==> src/rtl/matrix_mac_unit_if.sv <==
// Operand/result bundle for the 3x3 matrix multiplier.
// acc exists only when MATMUL_ACCUMULATE_EN is defined.
interface matrix_mac_unit_if #(
  parameter int ELEM_W = 13,
  parameter int ACC_W  = 32
);
  logic start;
`ifdef MATMUL_ACCUMULATE_EN
  logic acc;
`endif
  logic [ELEM_W-1:0] A_11, A_12, A_13;
  logic [ELEM_W-1:0] A_21, A_22, A_23;
  logic [ELEM_W-1:0] A_31, A_32, A_33;
  logic [ELEM_W-1:0] B_11, B_12, B_13;
  logic [ELEM_W-1:0] B_21, B_22, B_23;
  logic [ELEM_W-1:0] B_31, B_32, B_33;
  logic busy;
  logic matrix_write;
  logic done;
  logic [ACC_W-1:0] R_11, R_12, R_13;
  logic [ACC_W-1:0] R_21, R_22, R_23;
  logic [ACC_W-1:0] R_31, R_32, R_33;

  modport master (
`ifdef MATMUL_ACCUMULATE_EN
    output acc,
`endif
    output start,
    output A_11, A_12, A_13, A_21, A_22, A_23,
    output A_31, A_32, A_33,
    output B_11, B_12, B_13, B_21, B_22, B_23,
    output B_31, B_32, B_33,
    input  busy, matrix_write, done,
    input  R_11, R_12, R_13, R_21, R_22, R_23,
    input  R_31, R_32, R_33
  );

  modport slave (
`ifdef MATMUL_ACCUMULATE_EN
    input  acc,
`endif
    input  start,
    input  A_11, A_12, A_13, A_21, A_22, A_23,
    input  A_31, A_32, A_33,
    input  B_11, B_12, B_13, B_21, B_22, B_23,
    input  B_31, B_32, B_33,
    output busy, matrix_write, done,
    output R_11, R_12, R_13, R_21, R_22, R_23,
    output R_31, R_32, R_33
  );
endinterface

==> src/rtl/matrix_mac_unit.sv <==
// Sequential 3x3 signed matrix multiply, one result element per cycle.
// Optional accumulate mode enabled by MATMUL_ACCUMULATE_EN.
module matrix_mac_unit #(
  parameter int ELEM_W = 13,
  parameter int ACC_W  = 32
) (
  input logic            clk,
  input logic            reset,
  matrix_mac_unit_if.slave m
);
  localparam int PW = 2 * ELEM_W;

  typedef enum logic [1:0] {
    IDLE,
    COMPUTE,
    WRITE
  } state_t;

  state_t state;
  logic [1:0] i;
  logic [1:0] j;
  logic busy;
  logic mw;
  logic done;

  logic signed [ELEM_W-1:0] a_q [3][3];
  logic signed [ELEM_W-1:0] b_q [3][3];
  logic [ACC_W-1:0] r [3][3];
  logic [ACC_W-1:0] dot;
  logic [ACC_W-1:0] nxt;
  logic take;

  function automatic logic [ACC_W-1:0] mul(
    input logic signed [ELEM_W-1:0] x,
    input logic signed [ELEM_W-1:0] y
  );
    logic signed [PW-1:0] xe;
    logic signed [PW-1:0] ye;
    logic signed [PW-1:0] p;
    xe = PW'(x);
    ye = PW'(y);
    p  = xe * ye;
    return ACC_W'(p);
  endfunction

  assign take = (state == IDLE) && m.start;

  always_ff @(posedge clk) begin
    if (take && !reset) begin
      a_q[0][0] <= m.A_11;
      a_q[0][1] <= m.A_12;
      a_q[0][2] <= m.A_13;
      a_q[1][0] <= m.A_21;
      a_q[1][1] <= m.A_22;
      a_q[1][2] <= m.A_23;
      a_q[2][0] <= m.A_31;
      a_q[2][1] <= m.A_32;
      a_q[2][2] <= m.A_33;
      b_q[0][0] <= m.B_11;
      b_q[0][1] <= m.B_12;
      b_q[0][2] <= m.B_13;
      b_q[1][0] <= m.B_21;
      b_q[1][1] <= m.B_22;
      b_q[1][2] <= m.B_23;
      b_q[2][0] <= m.B_31;
      b_q[2][1] <= m.B_32;
      b_q[2][2] <= m.B_33;
    end
  end

`ifdef MATMUL_ACCUMULATE_EN
  logic acc_q;

  always_ff @(posedge clk) begin
    if (reset) begin
      acc_q <= 1'b0;
    end else if (take) begin
      acc_q <= m.acc;
    end
  end

  assign nxt = acc_q ? r[i][j] + dot : dot;
`else
  assign nxt = dot;
`endif

  always_comb begin
    dot = mul(a_q[i][0], b_q[0][j])
        + mul(a_q[i][1], b_q[1][j])
        + mul(a_q[i][2], b_q[2][j]);
  end

  always_ff @(posedge clk) begin
    if (reset) begin
      state <= IDLE;
      i     <= 2'd0;
      j     <= 2'd0;
      busy  <= 1'b0;
      mw    <= 1'b0;
      done  <= 1'b0;
      for (int x = 0; x < 3; x++) begin
        for (int y = 0; y < 3; y++) begin
          r[x][y] <= '0;
        end
      end
    end else begin
      mw   <= 1'b0;
      done <= 1'b0;
      unique case (state)
        IDLE: begin
          if (m.start) begin
            state <= COMPUTE;
            i     <= 2'd0;
            j     <= 2'd0;
            busy  <= 1'b1;
          end
        end
        COMPUTE: begin
          r[i][j] <= nxt;
          if (i == 2'd2 && j == 2'd2) begin
            state <= WRITE;
            i     <= 2'd0;
            j     <= 2'd0;
            mw    <= 1'b1;
            done  <= 1'b1;
          end else if (j == 2'd2) begin
            i <= i + 2'd1;
            j <= 2'd0;
          end else begin
            j <= j + 2'd1;
          end
        end
        WRITE: begin
          state <= IDLE;
          busy  <= 1'b0;
        end
        default: state <= IDLE;
      endcase
    end
  end

  assign m.busy         = busy;
  assign m.matrix_write = mw;
  assign m.done         = done;
  assign m.R_11 = r[0][0];
  assign m.R_12 = r[0][1];
  assign m.R_13 = r[0][2];
  assign m.R_21 = r[1][0];
  assign m.R_22 = r[1][1];
  assign m.R_23 = r[1][2];
  assign m.R_31 = r[2][0];
  assign m.R_32 = r[2][1];
  assign m.R_33 = r[2][2];
endmodule

==> src/flat_wrapper.sv <==
// flat-port wrapper written by rule: the top's interface ports become plain ports
module matrix_mac_unit_flat 
#(
  parameter int ELEM_W = 13,
  parameter int ACC_W  = 32
)
  (clk, reset, m_start, m_A_11, m_A_12, m_A_13, m_A_21, m_A_22, m_A_23, m_A_31, m_A_32, m_A_33, m_B_11, m_B_12, m_B_13, m_B_21, m_B_22, m_B_23, m_B_31, m_B_32, m_B_33, m_busy, m_matrix_write, m_done, m_R_11, m_R_12, m_R_13, m_R_21, m_R_22, m_R_23, m_R_31, m_R_32, m_R_33);
  matrix_mac_unit_if #(.ELEM_W(ELEM_W), .ACC_W(ACC_W)) m_i ();
  input logic clk;
  input logic reset;
  input wire logic [$bits(m_i.start)-1:0] m_start;
  input wire logic [$bits(m_i.A_11)-1:0] m_A_11;
  input wire logic [$bits(m_i.A_12)-1:0] m_A_12;
  input wire logic [$bits(m_i.A_13)-1:0] m_A_13;
  input wire logic [$bits(m_i.A_21)-1:0] m_A_21;
  input wire logic [$bits(m_i.A_22)-1:0] m_A_22;
  input wire logic [$bits(m_i.A_23)-1:0] m_A_23;
  input wire logic [$bits(m_i.A_31)-1:0] m_A_31;
  input wire logic [$bits(m_i.A_32)-1:0] m_A_32;
  input wire logic [$bits(m_i.A_33)-1:0] m_A_33;
  input wire logic [$bits(m_i.B_11)-1:0] m_B_11;
  input wire logic [$bits(m_i.B_12)-1:0] m_B_12;
  input wire logic [$bits(m_i.B_13)-1:0] m_B_13;
  input wire logic [$bits(m_i.B_21)-1:0] m_B_21;
  input wire logic [$bits(m_i.B_22)-1:0] m_B_22;
  input wire logic [$bits(m_i.B_23)-1:0] m_B_23;
  input wire logic [$bits(m_i.B_31)-1:0] m_B_31;
  input wire logic [$bits(m_i.B_32)-1:0] m_B_32;
  input wire logic [$bits(m_i.B_33)-1:0] m_B_33;
  output wire logic [$bits(m_i.busy)-1:0] m_busy;
  output wire logic [$bits(m_i.matrix_write)-1:0] m_matrix_write;
  output wire logic [$bits(m_i.done)-1:0] m_done;
  output wire logic [$bits(m_i.R_11)-1:0] m_R_11;
  output wire logic [$bits(m_i.R_12)-1:0] m_R_12;
  output wire logic [$bits(m_i.R_13)-1:0] m_R_13;
  output wire logic [$bits(m_i.R_21)-1:0] m_R_21;
  output wire logic [$bits(m_i.R_22)-1:0] m_R_22;
  output wire logic [$bits(m_i.R_23)-1:0] m_R_23;
  output wire logic [$bits(m_i.R_31)-1:0] m_R_31;
  output wire logic [$bits(m_i.R_32)-1:0] m_R_32;
  output wire logic [$bits(m_i.R_33)-1:0] m_R_33;
  assign m_i.start = m_start;
  assign m_i.A_11 = m_A_11;
  assign m_i.A_12 = m_A_12;
  assign m_i.A_13 = m_A_13;
  assign m_i.A_21 = m_A_21;
  assign m_i.A_22 = m_A_22;
  assign m_i.A_23 = m_A_23;
  assign m_i.A_31 = m_A_31;
  assign m_i.A_32 = m_A_32;
  assign m_i.A_33 = m_A_33;
  assign m_i.B_11 = m_B_11;
  assign m_i.B_12 = m_B_12;
  assign m_i.B_13 = m_B_13;
  assign m_i.B_21 = m_B_21;
  assign m_i.B_22 = m_B_22;
  assign m_i.B_23 = m_B_23;
  assign m_i.B_31 = m_B_31;
  assign m_i.B_32 = m_B_32;
  assign m_i.B_33 = m_B_33;
  assign m_busy = m_i.busy;
  assign m_matrix_write = m_i.matrix_write;
  assign m_done = m_i.done;
  assign m_R_11 = m_i.R_11;
  assign m_R_12 = m_i.R_12;
  assign m_R_13 = m_i.R_13;
  assign m_R_21 = m_i.R_21;
  assign m_R_22 = m_i.R_22;
  assign m_R_23 = m_i.R_23;
  assign m_R_31 = m_i.R_31;
  assign m_R_32 = m_i.R_32;
  assign m_R_33 = m_i.R_33;
  matrix_mac_unit #(.ELEM_W(ELEM_W), .ACC_W(ACC_W)) u_core (.clk(clk), .reset(reset), .m(m_i));
endmodule
==> config.mk <==
export PLATFORM = sky130hd
export DESIGN_NAME = matrix_mac_unit_flat
export DESIGN_NICKNAME = d
export VERILOG_FILES = /design/src/rtl/matrix_mac_unit_if.sv /design/src/rtl/matrix_mac_unit.sv /design/src/flat_wrapper.sv
export SDC_FILE = /design/constraint.sdc
export NUM_CORES = 2
export LEC_CHECK = 0
export CAP_MARGIN = 25
export CORE_MARGIN = 4
export CORE_UTILIZATION = 45
export CTS_BUF_LIST = sky130_fd_sc_hd__clkbuf_8 sky130_fd_sc_hd__clkbuf_16
export DETAILED_ROUTE_END_ITERATION = 10
export PLACE_DENSITY = 0.76
export SYNTH_ARGS = -nofsm -noshare
export SYNTH_HDL_FRONTEND = slang
export SYNTH_SLANG_ARGS = --single-unit
==> constraint.sdc <==
create_clock -name clk -period 20.1 [get_ports clk]
set_clock_uncertainty 0.15 [all_clocks]
set_input_delay 4.02 -clock clk [delete_from_list [all_inputs] [get_ports clk]]
set_output_delay 4.02 -clock clk [all_outputs]
set_load 0.05 [all_outputs]
# Word level (Yosys, flattened, before mapping)
# Memory sizes are Yosys's and may differ from the RTL's. A register that Yosys moved wholly into a read port is not among the register bits.
# Cells that the tools add are included.
[totals]
out_inout_bits = 291
register_bits = 8
ram_bits = 522
mem_bits_ro = 0
latch_bits = 0
mem_count = 3
[classes]
shifts = 0
n_bitwise = 2
addsub = 4
muxes = 36
n_eq_ne = 7
magnitude_cmp = 2
multipliers = 3
n_div = 0
n_reduce_logical = 14
[mem_list]
columns = ["memory", "depth", "word_bits", "read_ports", "rd_ports_with_merged_regs", "wr", "line", "rtl"]
rows = [
  ["u_core.r", 3, 96, 3, 0, 3, "matrix_mac_unit.sv:28", "logic [ACC_W-1:0] r [3][3];"],
  ["u_core.a_q", 3, 39, 1, 1, 3, "matrix_mac_unit.sv:26", "logic signed [ELEM_W-1:0] a_q [3][3];"],
  ["u_core.b_q", 3, 39, 3, 0, 3, "matrix_mac_unit.sv:27", "logic signed [ELEM_W-1:0] b_q [3][3];"],
]
[ops]
columns = ["op", "count"]
rows = [
  ["$mux 96", 3],
  ["$reduce_or 96->1", 1],
  ["$bmux 13 s2", 3],
  ["$mul 13x13->26", 3],
  ["$mux 13", 6],
  ["$demux 32 s2", 1],
  ["$add 32x32->32", 1],
  ["$mux 32", 1],
  ["$add 26x26->27", 1],
  ["$mux 2", 10],
  ["$pmux 2 s2", 3],
  ["$mux 1", 8],
  ["$eq 2x2->1 const B", 3],
  ["$reduce_and 2->1", 3],
  ["$add 2x1->2 const B", 2],
  ["$logic_and 1x1->1", 4],
  ["$reduce_bool 2->1", 2],
  ["$ge 3x3->1 const B", 1],
  ["$lt 3x1->1 const B", 1],
  ["$ne 3x1->1 const B", 1],
  ["$not 2->3", 1],
  ["$reduce_and 3->1", 1],
  ["$eq 2x1->1 const B", 1],
  ["$logic_not 2->1", 1],
  ["other kinds (6)", 6],
]

# Logic depth before layout (Yosys ltp)
[depth]
depth_word = 8
ltp_mapped = 39

# Worst setup path before layout
# No wires, ideal clock.
[synth_path]
path_kind = "input to register"
startpoint = "input reset"
endpoint = "memory u_core.a_q[0][0] (netlist bit), enable pin"
t_arrival_ns = 14.115
required_ns = 19.117
setup_time_ns = 0.833
setup_slack_ns = 5.003
cell_stages = 3
n_path_buf = 2
path_cell_list = "clkbuf_1 > clkbuf_1 > nor2_1"
[synth_lines]
columns = ["item", "line", "rtl"]
rows = [
  ["from (decl)", "flat_wrapper.sv:10", "input logic reset;"],
  ["to (decl)", "matrix_mac_unit.sv:26", ""],
]

==> flow_metrics.env <==
export IMPL_maxCapViolations=0
export IMPL_cts_max_level=2
export IMPL_place_inst=5137
export IMPL_syn_area_per_cell_um2=11.4
export IMPL_fin_crit_sh=0.547
export IMPL_worst_path_max_delay_cell="dfxtp_4"
export IMPL_drcViolationCount=0
export IMPL_arrival_ns=11.23
export IMPL_drt_iter0_markers=2151
export IMPL_grt_max_degree=74
export IMPL_fin_cells=5239
export IMPL_clk_insertion_delay_late_ns=0.67
export IMPL_pin_count=528
export IMPL_hpwl_um=94000
export IMPL_hold_path_class="reg -> reg"
export IMPL_numClockSinks=532
export IMPL_crit_top_cell="fa_1"
export IMPL_finalMaxSlewViolations=0
export IMPL_root_buffer="clkbuf_16"
export IMPL_cts_buffers=53
export IMPL_ys_flop_type="edfxtp_1"
export IMPL_mappedNetlistNets=4481
export IMPL_synth_edff_count=522
export IMPL_die_w_um=306
export IMPL_cts_hold_buf=0
export IMPL_fp_dieArea_mm2=0.0936
export IMPL_syn_inst=3491
export IMPL_pre_cts_slack_ns=9.10
export IMPL_port_buffers=527
export IMPL_crit_path_start_kind="register"
export IMPL_critPathKind="reg -> reg"
export IMPL_syn_cell_area_mm2=0.0400
export IMPL_std_cell_rows=109
export IMPL_status="completed"
export IMPL_async_flop_share=0
export IMPL_worst_slew_pin_slew_ns=1.02
export IMPL_setup_viol=0
export IMPL_rsz0062_at_grt="false"
export IMPL_slew_headroom=0.321
export IMPL_ys_seq_area_frac=0.397
export IMPL_ys_top_cells_by_area="edfxtp_1 39%, fa_1 27%, ha_1 6.4%"
export IMPL_clockBufferDepth=3
export IMPL_clk_pin_slew_ns=0.08
export IMPL_antenna_found_initial=3
export IMPL_worst_slack_ns=9.10
export IMPL_grt_pass1_vias=28800
export IMPL_routedWlPerCell_um=22.1
export IMPL_core_area_mm2=0.0882
export IMPL_nets=5021
export IMPL_place_congestion=0.972
export IMPL_finalHoldViolations=0
export IMPL_tritoncts="done"
export IMPL_fin_crit_ns=11.00
export IMPL_die_height_um=306
export IMPL_first_pass_iters=6
export IMPL_ys_types=73
export IMPL_yosysTopAreaCellShare=0.392
export IMPL_post_cts_resized=0
export IMPL_crit_required_ns=20.33
export IMPL_worstPathMaxFanout=29
export IMPL_max_stage_delay_ns=0.80
export IMPL_wl_um=116000
export IMPL_grt_pass1_wl_um=176000
export IMPL_yosysWarnings=0
export IMPL_ys_ff_latch=532
export IMPL_end_kind="register"
export IMPL_vias=27200
export IMPL_ant_nets=0
export IMPL_fmax_mhz=90.9
export IMPL_cts_setup_buffers=0
export IMPL_area_growth_pct=21.5
export IMPL_grtUsageTotal=0.249
export IMPL_synth_top_cell_by_area="edfxtp_1"
export IMPL_whs_ns=0.361
export IMPL_viasPerCell=5.19
export IMPL_grt_overflow_total=0
export IMPL_start_util=0.453
export IMPL_drive_above_1_share=0.0516
export IMPL_fin_setup_tns_ns=0
-- final timing paths --
| check | from | endpoint | slack, ns | cells after the start |
|---|---|---|---|---|
| worst min register to register | u_core.m.busy | u_core.m.busy | 0.36 | 2 |
| worst max register to register | u_core.j[0] | u_core.r[0][58] | 9.10 | 32 |
| worst max-delay path | u_core.j[0] | u_core.r[0][58] | 9.10 | 32 |
| worst min-delay path | u_core.m.busy | u_core.m.busy | 0.36 | 2 |
-- per-layer routing --
metal / vias up / share of wire / GRT usage
li1: 12200 / - / -
met1: 13400 / 0.39 / 0.320
met4: 4 / 0.036 / 0.0793
met3: 192 / 0.092 / 0.0544
met5: - / 0.00041 / 0.00303
met2: 1411 / 0.48 / 0.422
-- flip-flops by register name, summed over array words and instances, names as in the netlist, named ones only --
| name | count |
|---|---|
| u_core.m.matrix_write | 1 |
| u_core.i | 2 |
| u_core.r | 288 |
| u_core.m.busy | 1 |
| u_core.b_q | 117 |
| u_core.a_q | 117 |
| u_core.j | 2 |
| u_core.state | 2 |
-- layout by cell type (no fill, tap or decap), types with 4 or more instances in the layout --
master / Yosys / final
inv_1: 608 / 622
nor2_1: 571 / 570
fa_1: 547 / 547
clkdlybuf4s50_1: 0 / 527
edfxtp_1: 522 / 522
nand2_1: 272 / 272
ha_1: 206 / 206
a21oi_1: 92 / 86
mux2i_1: 79 / 79
buf_4: 1 / 73
xnor2_1: 61 / 61
clkbuf_16: 0 / 53
nand2b_1: 57 / 50
o21ai_0: 55 / 49
o21a_1: 40 / 40
a21o_1: 34 / 34
o21ai_1: 25 / 30
xor2_1: 25 / 25
and2_1: 17 / 17
or2_2: 16 / 16
nor2b_1: 16 / 15
nand3_1: 10 / 10
clkinv_1: 0 / 10
nor3_1: 9 / 9
o21bai_1: 9 / 9
a211oi_1: 9 / 8
or3_1: 7 / 7
nand2b_2: 0 / 7
clkinv_2: 0 / 7
nor4_1: 6 / 6
dfxtp_1: 10 / 6
a21oi_2: 1 / 5
and3_1: 5 / 5
nand4_1: 5 / 5
nor2_2: 4 / 4
-- cells by family (layout without fill, tap and decap cells) --
| kind of cell | Yosys count | in the layout | share of synthesized area |
|---|---|---|---|
| other | 0 | 1 | 0 |
| muxes | 79 | 79 | 0.0198 |
| DFF | 532 | 532 | 0.397 |
| AOI/OAI and AO/OA | 304 | 304 | 0.0497 |
| xor gates and xnor gates | 88 | 88 | 0.0197 |
| and+or+nand+nor | 1010 | 1010 | 0.106 |
| adders and majority gates | 753 | 753 | 0.339 |
| buffers and inverters | 725 | 1307 | 0.0692 |
-- cell type report --
type / count / area [um2]
Timing Repair Buffer: 601 / 5840
Tap cell: 1165 / 1460
Antenna cell: 1 / 2.50
Multi-Input combinational cell: 2234 / 21400
Clock buffer: 53 / 1330
Inverter: 609 / 2290
Fill cell: 7344 / 39700
Clock inverter: 44 / 357
Sequential cell: 532 / 15900
-- cells in the mapped netlist, types with 10 or more instances --
cell type and instances:
o21ai_0 55, and2_1 17, o21ai_1 25, clkbuf_1 96, inv_1 608, nand2_1 272
nand3_1 10, xor2_1 25, or2_2 16, fa_1 547, nor2b_1 16, a21o_1 34
edfxtp_1 522, ha_1 206, dfxtp_1 10, xnor2_1 61, mux2i_1 79, nand2b_1 57
a21oi_1 92, o21a_1 40, nor2_1 571
-- through the flow --
stage,utilization,cell area (um2)
after detailed placement,0.531,46800
after global routing,0.550,48600
final,0.550,48600
after CTS,0.550,48500
after floorplan,-,40000
after global placement,0.530,46800
-- worst max-delay path, delay by kind of cell (launching register included) --
kind,cells,cell delay (ns)
flip-flops,1,0.80
AND/OR/NAND/NOR,10,2.38
XOR/XNOR,2,0.70
buffers and inverters,5,0.55
adder cells (fa/ha/maj),9,4.30
AO/OA/AOI/OAI,6,1.80
Power is not shown: default switching activity piles up to over one toggle a cycle in this logic, so the estimate is an artifact.
